### config.mk
export PLATFORM = sky130hd
export DESIGN_NAME = dlock_param
export DESIGN_NICKNAME = d
export VERILOG_FILES = /design/src/rtl/dlock_pkg.sv /design/src/rtl/dlock_lockout_timer.sv /design/src/rtl/dlock_param.sv
export SDC_FILE = /design/constraint.sdc
export NUM_CORES = 1
export LEC_CHECK = 0
export ABC_CLOCK_PERIOD_IN_PS = 2200
export BUFFER_PORTS_ARGS = -buffer_cell sky130_fd_sc_hd__buf_2
export CAP_MARGIN = 25
export CELL_PAD_IN_SITES_DETAIL_PLACEMENT = 0
export CELL_PAD_IN_SITES_GLOBAL_PLACEMENT = 2
export CORE_MARGIN = 1.5
export CORE_UTILIZATION = 36
export CTS_CLUSTER_SIZE = 20
export DETAILED_ROUTE_END_ITERATION = 7
export PLACE_DENSITY_LB_ADDON = 0.1
export SYNTH_ARGS = -nofsm -noshare
export SYNTH_HDL_FRONTEND = slang
export SYNTH_SLANG_ARGS = --single-unit
### constraint.sdc
create_clock -name clk -period 2.2 [get_ports clk]
set_clock_uncertainty 0.2 [all_clocks]
set_input_delay 0 -clock clk [delete_from_list [all_inputs] [get_ports clk]]
set_output_delay 0 -clock clk [all_outputs]
set_load 0.02 [all_outputs]
### src/rtl/dlock_pkg.sv
// Shared types and constants for the parametrised serial code lock.
package dlock_pkg;

    typedef enum logic {
        HUNT    = 1'b0,
        LOCKOUT = 1'b1
    } state_e;

    localparam logic [5:0] DEFAULT_CODE_6 = 6'b110100;

    function automatic int clog2(input int value);
        int r;
        r = 0;
        while ((1 << r) < value) begin
            r = r + 1;
        end
        return r;
    endfunction

endpackage

### src/rtl/dlock_lockout_timer.sv
// Loadable down-counter that times the lockout window and pulses done on its last cycle.
module dlock_lockout_timer
    import dlock_pkg::*;
#(
    parameter int  LOCKOUT_CYCLES = 16,
    localparam int TMR_W = (LOCKOUT_CYCLES > 1) ? clog2(LOCKOUT_CYCLES) : 1
) (
    input  logic             clk,
    input  logic             clear,
    input  logic             load,
    input  logic [TMR_W-1:0] load_val,
    output logic             busy,
    output logic             done
);

    logic [TMR_W-1:0] count_r;
    logic             busy_r;

    // Count down from the loaded value and go idle after reaching zero.
    always_ff @(posedge clk or negedge clear) begin
        if (!clear) begin
            count_r <= '0;
            busy_r  <= 1'b0;
        end else if (load) begin
            count_r <= load_val;
            busy_r  <= 1'b1;
        end else if (busy_r) begin
            if (count_r == '0) begin
                busy_r <= 1'b0;
            end else begin
                count_r <= count_r - TMR_W'(1);
            end
        end else begin
            count_r <= count_r;
            busy_r  <= busy_r;
        end
    end

    assign busy = busy_r;
    assign done = busy_r && (count_r == '0);

endmodule

### src/rtl/dlock_param.sv
// Serial code lock: sliding or framed comparison of a bit stream against a loadable code,
// with a timed lockout after repeated framed failures.
module dlock_param
    import dlock_pkg::*;
#(
    parameter int                  CODE_LEN       = 6,
    parameter logic [CODE_LEN-1:0] DEFAULT_CODE   = CODE_LEN'(DEFAULT_CODE_6),
    parameter bit                  OVERLAP        = 1'b1,
    parameter int                  MAX_FAIL       = 3,
    parameter int                  LOCKOUT_CYCLES = 16
) (
    input  logic                             clk,
    input  logic                             clear,
    input  logic                             d_in,
    input  logic                             d_valid,
    input  logic                             load_en,
    input  logic [CODE_LEN-1:0]              load_code,
    output logic                             unlock,
    output logic                             locked_out,
    output logic [clog2(MAX_FAIL+1)-1:0]     fail_cnt
);

    localparam int FAIL_W = clog2(MAX_FAIL + 1);
    localparam int CNT_W  = clog2(CODE_LEN);
    localparam int TMR_W  = (LOCKOUT_CYCLES > 1) ? clog2(LOCKOUT_CYCLES) : 1;

    localparam logic [CNT_W-1:0]  CNT_LAST = CNT_W'(CODE_LEN - 1);
    localparam logic [FAIL_W-1:0] FAIL_MAX = FAIL_W'(MAX_FAIL);
    localparam logic [TMR_W-1:0]  TMR_LOAD = TMR_W'(LOCKOUT_CYCLES - 1);

    state_e              state_r;
    logic [CODE_LEN-1:0] code_r;
    logic [CODE_LEN-2:0] hist_r;
    logic [CNT_W-1:0]    cnt_r;
    logic [FAIL_W-1:0]   fail_r;
    logic                unlock_r;
    logic                locked_r;

    logic [CODE_LEN-1:0] cand_s;
    logic                hit_s;
    logic [FAIL_W-1:0]   fail_inc_s;
    logic                frame_end_s;
    logic                tmr_load_s;
    logic                tmr_busy_s;
    logic                tmr_done_s;

    // Candidate window, comparator and the lockout trigger for the current bit.
    always_comb begin
        cand_s      = {hist_r, d_in};
        hit_s       = (cand_s == code_r);
        fail_inc_s  = fail_r + FAIL_W'(1);
        frame_end_s = (state_r == HUNT) && !load_en && d_valid && !OVERLAP && (cnt_r == CNT_LAST);
        if (frame_end_s && !hit_s && (fail_inc_s == FAIL_MAX)) begin
            tmr_load_s = 1'b1;
        end else begin
            tmr_load_s = 1'b0;
        end
    end

    dlock_lockout_timer #(
        .LOCKOUT_CYCLES(LOCKOUT_CYCLES)
    ) u_timer (
        .clk      (clk),
        .clear    (clear),
        .load     (tmr_load_s),
        .load_val (TMR_LOAD),
        .busy     (tmr_busy_s),
        .done     (tmr_done_s)
    );

    // Lock FSM with history, bit counter, fail counter and registered outputs.
    always_ff @(posedge clk or negedge clear) begin
        if (!clear) begin
            state_r  <= HUNT;
            code_r   <= DEFAULT_CODE;
            hist_r   <= '0;
            cnt_r    <= '0;
            fail_r   <= '0;
            unlock_r <= 1'b0;
            locked_r <= 1'b0;
        end else begin
            unlock_r <= 1'b0;
            case (state_r)
                HUNT: begin
                    if (load_en) begin
                        code_r <= load_code;
                        hist_r <= '0;
                        cnt_r  <= '0;
                        fail_r <= '0;
                    end else if (d_valid) begin
                        if (OVERLAP) begin
                            hist_r   <= cand_s[CODE_LEN-2:0];
                            unlock_r <= hit_s && (cnt_r == CNT_LAST);
                            if (cnt_r != CNT_LAST) begin
                                cnt_r <= cnt_r + CNT_W'(1);
                            end else begin
                                cnt_r <= cnt_r;
                            end
                        end else if (cnt_r == CNT_LAST) begin
                            hist_r <= '0;
                            cnt_r  <= '0;
                            if (hit_s) begin
                                unlock_r <= 1'b1;
                                fail_r   <= '0;
                            end else begin
                                fail_r <= fail_inc_s;
                                if (tmr_load_s) begin
                                    state_r  <= LOCKOUT;
                                    locked_r <= 1'b1;
                                end else begin
                                    state_r  <= HUNT;
                                end
                            end
                        end else begin
                            hist_r <= cand_s[CODE_LEN-2:0];
                            cnt_r  <= cnt_r + CNT_W'(1);
                        end
                    end else begin
                        hist_r <= hist_r;
                    end
                end
                LOCKOUT: begin
                    // An idle timer while locked out also releases, so the lock can never stick.
                    if (tmr_done_s || !tmr_busy_s) begin
                        state_r  <= HUNT;
                        locked_r <= 1'b0;
                        fail_r   <= '0;
                        cnt_r    <= '0;
                        hist_r   <= '0;
                    end else begin
                        state_r  <= LOCKOUT;
                    end
                end
                default: begin
                    state_r  <= HUNT;
                    locked_r <= 1'b0;
                end
            endcase
        end
    end

    assign unlock     = unlock_r;
    assign locked_out = locked_r;
    assign fail_cnt   = fail_r;

endmodule

# Word-level counts from Yosys, hierarchy flattened

Index checks and enable logic that the tools add are counted.

Register bits after elaboration: 24
Output and inout port bits: 4
Word-level logic and storage cells: 52

Equality and inequality tests: 7
Muxes and demuxes: 21
$add $sub $neg: 2
Bitwise operators: 2
Reduce and logical (&&, ||, !) cells: 11

Operators with widths:

| kind                                                                | count |
|---|---|
| 5-bit 2-to-1 mux                                                    | 3 |
| 3-bit 2-to-1 mux                                                    | 4 |
| 5-bit case mux with 2 select lines                                  | 1 |
| 2-bit AND reduction                                                 | 5 |
| 1-bit 2-to-1 mux                                                    | 8 |
| 6-bit == test                                                       | 1 |
| 3-bit != test (second input constant)                               | 2 |
| 3-bit case mux with 2 select lines                                  | 1 |
| 4-bit logical NOT                                                   | 1 |
| 2-bit 2-to-1 mux                                                    | 2 |
| 2-bit case mux with 2 select lines                                  | 1 |
| 4-bit by 1-bit subtractor with 4-bit output (second input constant) | 1 |
| 3-bit by 1-bit adder with 3-bit output (second input constant)      | 1 |
| 3-bit == test (second input constant)                               | 1 |
| 3-bit by 2-bit != test with 1-bit output (second input constant)    | 1 |
| 3-bit AND reduction                                                 | 1 |
| 1-bit logical AND                                                   | 2 |
| 2-bit by 1-bit != test with 1-bit output (second input constant)    | 1 |
| 2-bit != test (second input constant)                               | 1 |
| 1-bit NOT                                                           | 2 |
| 1-bit case mux with 2 select lines                                  | 1 |
| 1-bit logical NOT                                                   | 1 |
| 1-bit logical OR                                                    | 1 |

# Longest topological paths before layout

Word-level depth: 5
Gate-level depth with buffers: 5
Mapped depth without buffers: 5

# Cells and area by module

A second synthesis with hierarchy kept.

Cells, all modules: 100
Area, all modules: 1147.4 um^2

Modules (own cells, without submodules):

| module              | area each (um^2) | instances | cells each |
|---|---|---|---|
| dlock_param         | 849.6            | 1         | 68 |
| dlock_lockout_timer | 297.8            | 1         | 32 |

# Worst setup path after synthesis

Ideal clock, no wire load.

Kind: register to register
Start point: register u_timer.count_r[0]
End point: register u_timer.count_r[1]
Period minus slack after synthesis: 1.559 ns
Arrival: 1.279 ns
Path slack: 0.641 ns
Buffers on the path: 0
Required time: 1.921 ns
Stages on the path, launching flop included: 6
Cell sequence: dfrtp_1 > inv_1 > ha_1 > nor3b_2 > nand2b_1 > mux2i_1

Word-level cells in the longest chain between the ends: 3

Ends and longest elaborated chain:

| element                                                                             | line                      | RTL |
|---|---|---|
| from (decl)                                                                         | dlock_lockout_timer.sv:16 | `logic [TMR_W-1:0] count_r;` |
| from (signal assigned)                                                              | dlock_lockout_timer.sv:25 | `count_r <= load_val;` |
| from (signal assigned)                                                              | dlock_lockout_timer.sv:31 | `count_r <= count_r - TMR_W'(1);` |
| from (signal assigned)                                                              | dlock_lockout_timer.sv:34 | `count_r <= count_r;` |
| branches (longest 3 deep; another with 4-bit by 1-bit subtractor with 4-bit output) | --                        |  |

Parallel ways; which one is timed is not known.
A chain may end at the register's enable or synchronous reset.

# Worst setup path in the final report

Start point: register state_r
End point: register unlock_r, in the netlist unlock

Word-level cells in the longest chain between the ends: 1

Ends and longest elaborated chain:

| element                | line               | RTL |
|---|---|---|
| from (decl)            | dlock_param.sv:31  | `state_e state_r;` |
| from (signal assigned) | dlock_param.sv:74  | `state_r <= HUNT;` |
| from (signal assigned) | dlock_param.sv:108 | `state_r <= LOCKOUT;` |
| from (signal assigned) | dlock_param.sv:111 | `state_r <= HUNT;` |
| 1-bit 2-to-1 mux       | dlock_param.sv:83  | `case (state_r)` |
| to (signal assigned)   | dlock_param.sv:93  | `unlock_r <= hit_s && (cnt_r == CNT_LAST);` |
| to (decl)              | dlock_param.sv:36  | `logic unlock_r;` |

Every way passes these cells.

==> impl_results.md <==
* Layout cells sized above 1 at 0.283
* WS Path Type: reg2reg
* CTS tree: yes
* Total GRT Usage at 0.130
* Vias in the first global route at 657
* Cell-internal power at 0.000525 W
* Reg-to-Reg Start: state_r
* Total negative setup slack at 0 ns
* Fin Hold WS at 0.0190 ns
* Synth top area cells: dfrtp_1 45%, dfstp_2 7.9%, mux2_2 6.7%, a22o_1 4.4%, xnor2_1 4.4%
* Crit share post-route at 0.905
* Cell family with most CP delay: simple AND/OR/NAND/NOR gates
* Antenna violations before repair at 0
* H-tree depth at 1
* Unique masters post-synth at 30
* CP startpoint: state_r
* Worst EP arrival at 2.00 ns
* Worst IR Drop VDD at 374 uV
* Number of hold buffers added after CTS at 12
* Final setup viols at 0
* Yosys reg bits at 21
* Via-to-Cell Ratio at 4.81
* Cell-by-cell listing of the critical path: nor3b_4 > dlygate4sd3_1 > nand3_1 > nor4_1
* Clock power share at 0.267
* Die footprint at 0.00311 mm^2
* Detailed Routing Iterations Pass 1 at 4
* Critical Path End Type: flip-flop
* Hold WC Path Type: in2async
* Post-route DRC violation count at 0
* Hpwl dp at 1210 um
* WL/cell at 13.3 um
* Diodes inserted at 0
* Post-Place Setup Slack at 0.435 ns
* Most common cell after layout, fill and taps aside: dfrtp_1
* Warning count from the yosys run at 0
* Post-CTS sizing at 0
* Reg2reg setup slack at 0.21 ns
* DRT Wirelength at 1800 um
* Worst Reg2Reg Path Length in Cells at 4
* CP Max Fanout at 7
* CTS Buffer Depth at 2
* Post-CTS Setup Inserts at 0
* Critical path buffers and inverters at 1
* Initial core utilization at 0.393
* Area grow syn2layout at 22.8%
* Largest net degree at the start of global routing at 19
* Drt first-iter violations at 11
* Reg2reg end: unlock
* Maximum clock frequency at 0.502 GHz
* Pwr dens at 564 mW/mm^2
* Via Count at 654
* Crit-path slowest cell: dlygate4sd3_1
* Pleak at 0.570 nW
* Remaining Overflow, GRT at 0
* Fin util at 0.483
* Fin. max-slew vios at 0
* Nets at 121
* Die Span Y at 55.7 um
* Clk_lat worst skew at 0.31 ns
* FP Rows at 18
* Die X at 55.7 um
* Psw at 0.000168 W
* Sequential share of the synthesized area at 0.529
* Worst-Margin Slew at 0.841 ns
* Critical Path Start Type: flip-flop
* Flop pwr share at 0.604
* Cells after Synth at 80
* Comb pwr share at 0.129
* Gpl congestion at 0.670
* Synthesized cell area at 0.00100 mm^2
* Final Hold Fails at 0
* Status: complete, no violations
* RSZ-0062 raised after global routing: false
* First-pass GRT wire length at 3090 um
* Max-slew headroom at the worst pin at 0.437
* Most frequent cells in the layout: 18 x dfrtp_1, 12 x dlygate4sd3_1, 11 x buf_2
* Total CTS buffers at 3
* CTS sink count at 21
* Clk root buf: clkbuf_4
* Final ANT Viol Nets at 0
* Worst-path clk slew at 0.13 ns
* Max Cap Viol at 0
* IO Pins at 15
* Crit path required time at 2.21 ns
* Critical Path Max Stage Delay at 0.60 ns
* Synth area leader: dfrtp_1
* Switching Share at 0.243
* Avg Cell Area, Syn at 12.5 um^2
* Top-area cell type share of the netlist area at 0.450
* Worst Slack Setup Final at 0.209 ns
* Port-buffer cells at 11
* Core area at 0.00254 mm^2
* Final min period at 1.99 ns
==> worst reg2reg max path, cell delays in order, from the launching register on <==
cell and delay (ns):
dfrtp_1 0.49, nor3b_4 0.31, dlygate4sd3_1 0.60, nand3_1 0.10
nor4_1 0.21
==> synth_stat cells <==
library cell  number
nand4b_1           1
nor4_1             1
nor2b_1            1
o32a_1             1
o22ai_1            1
a22o_1             5
xor2_1             2
nor3b_2            1
mux2i_1            2
mux2_2             6
nor2_1             2
ha_1               3
a21boi_0           1
dfrtp_1           18
nand4_1            1
o32ai_2            1
buf_4              3
conb_1             1
nand2b_1           1
inv_1              4
buf_2              1
a21o_1             2
nor3b_4            1
o21ai_0            2
nand3_1            3
nor3_2             1
or4b_4             1
nand2_1            5
dfstp_2            3
xnor2_1            5
==> area by class of cell <==
| type | instances | area, um^2 |
|---|---|---|
| clock buffers | 3 | 22.5 |
| clock inverters | 1 | 5.00 |
| fillers | 249 | 1320 |
| inverters | 4 | 15.0 |
| multi-input cells | 53 | 437 |
| flip-flops and latches | 21 | 529 |
| well taps | 30 | 37.5 |
| repair buffers | 24 | 183 |
==> power groups by stage <==
stage	clock [W]	sequential, W	combinational, W
2_1_floorplan	0	0.000424	0.0000514
3_3_place_gp	0	0.000426	0.0000726
3_5_place_dp	0	0.000427	0.0000731
4_1_cts	0.000194	0.000419	0.0000901
5_1_grt	0.000214	0.000422	0.000100
6_report	0.000185	0.000419	0.0000894
==> registers in the layout (all words and copies together), names as in the netlist <==
signal           cells
cnt_r                3
unlock               1
hist_r               5
code_r               6
state_r              1
u_timer.count_r      4
u_timer.busy         1
==> worst max-delay path by stage <==
| stage | slack [ns] | depth (start not counted) | to |
|---|---|---|---|
| 3_5_place_dp | 0.43 | 5 | u_timer.count_r[1] |
| 2_1_floorplan | 0.64 | 5 | u_timer.count_r[1] |
| 5_1_grt | 0.09 | 4 | unlock |
| 4_1_cts | 0.20 | 4 | unlock |
| 3_3_place_gp | 0.50 | 5 | u_timer.count_r[1] |
| 6_report | 0.21 | 4 | unlock |
==> routing by layer <==
metal / up-vias / GRT usage / part of all wire
li1: 337 / - / -
met1: 303 / 0.170 / 0.49
met2: 12 / 0.209 / 0.46
met3: 2 / 0.0419 / 0.039
met4: 0 / 0.0314 / 0.0072
met5: - / 0 / 0
==> cell families (layout without fill, tap and decap cells) <==
logic type | Yosys count | in the layout | synth area share
compound gates | 13 | 13 | 0.109
fa+ha+maj | 3 | 3 | 0.0375
mux | 8 | 8 | 0.0875
buf+inv | 8 | 32 | 0.0425
xor+xnor | 7 | 7 | 0.0613
other cells | 1 | 3 | 0.00375
simple gates | 19 | 19 | 0.130
flops | 21 | 21 | 0.529
==> stage by stage <==
stage,power [W],cells,instance area [um^2]
after floorplan,0.000475,82,1010
after global placement,0.000499,120,1080
after detailed placement,0.000500,120,1080
after CTS,0.000704,136,1230
after global routing,0.000736,136,1230
final,0.000693,136,1230
Power figures use the tool's default switching activity.
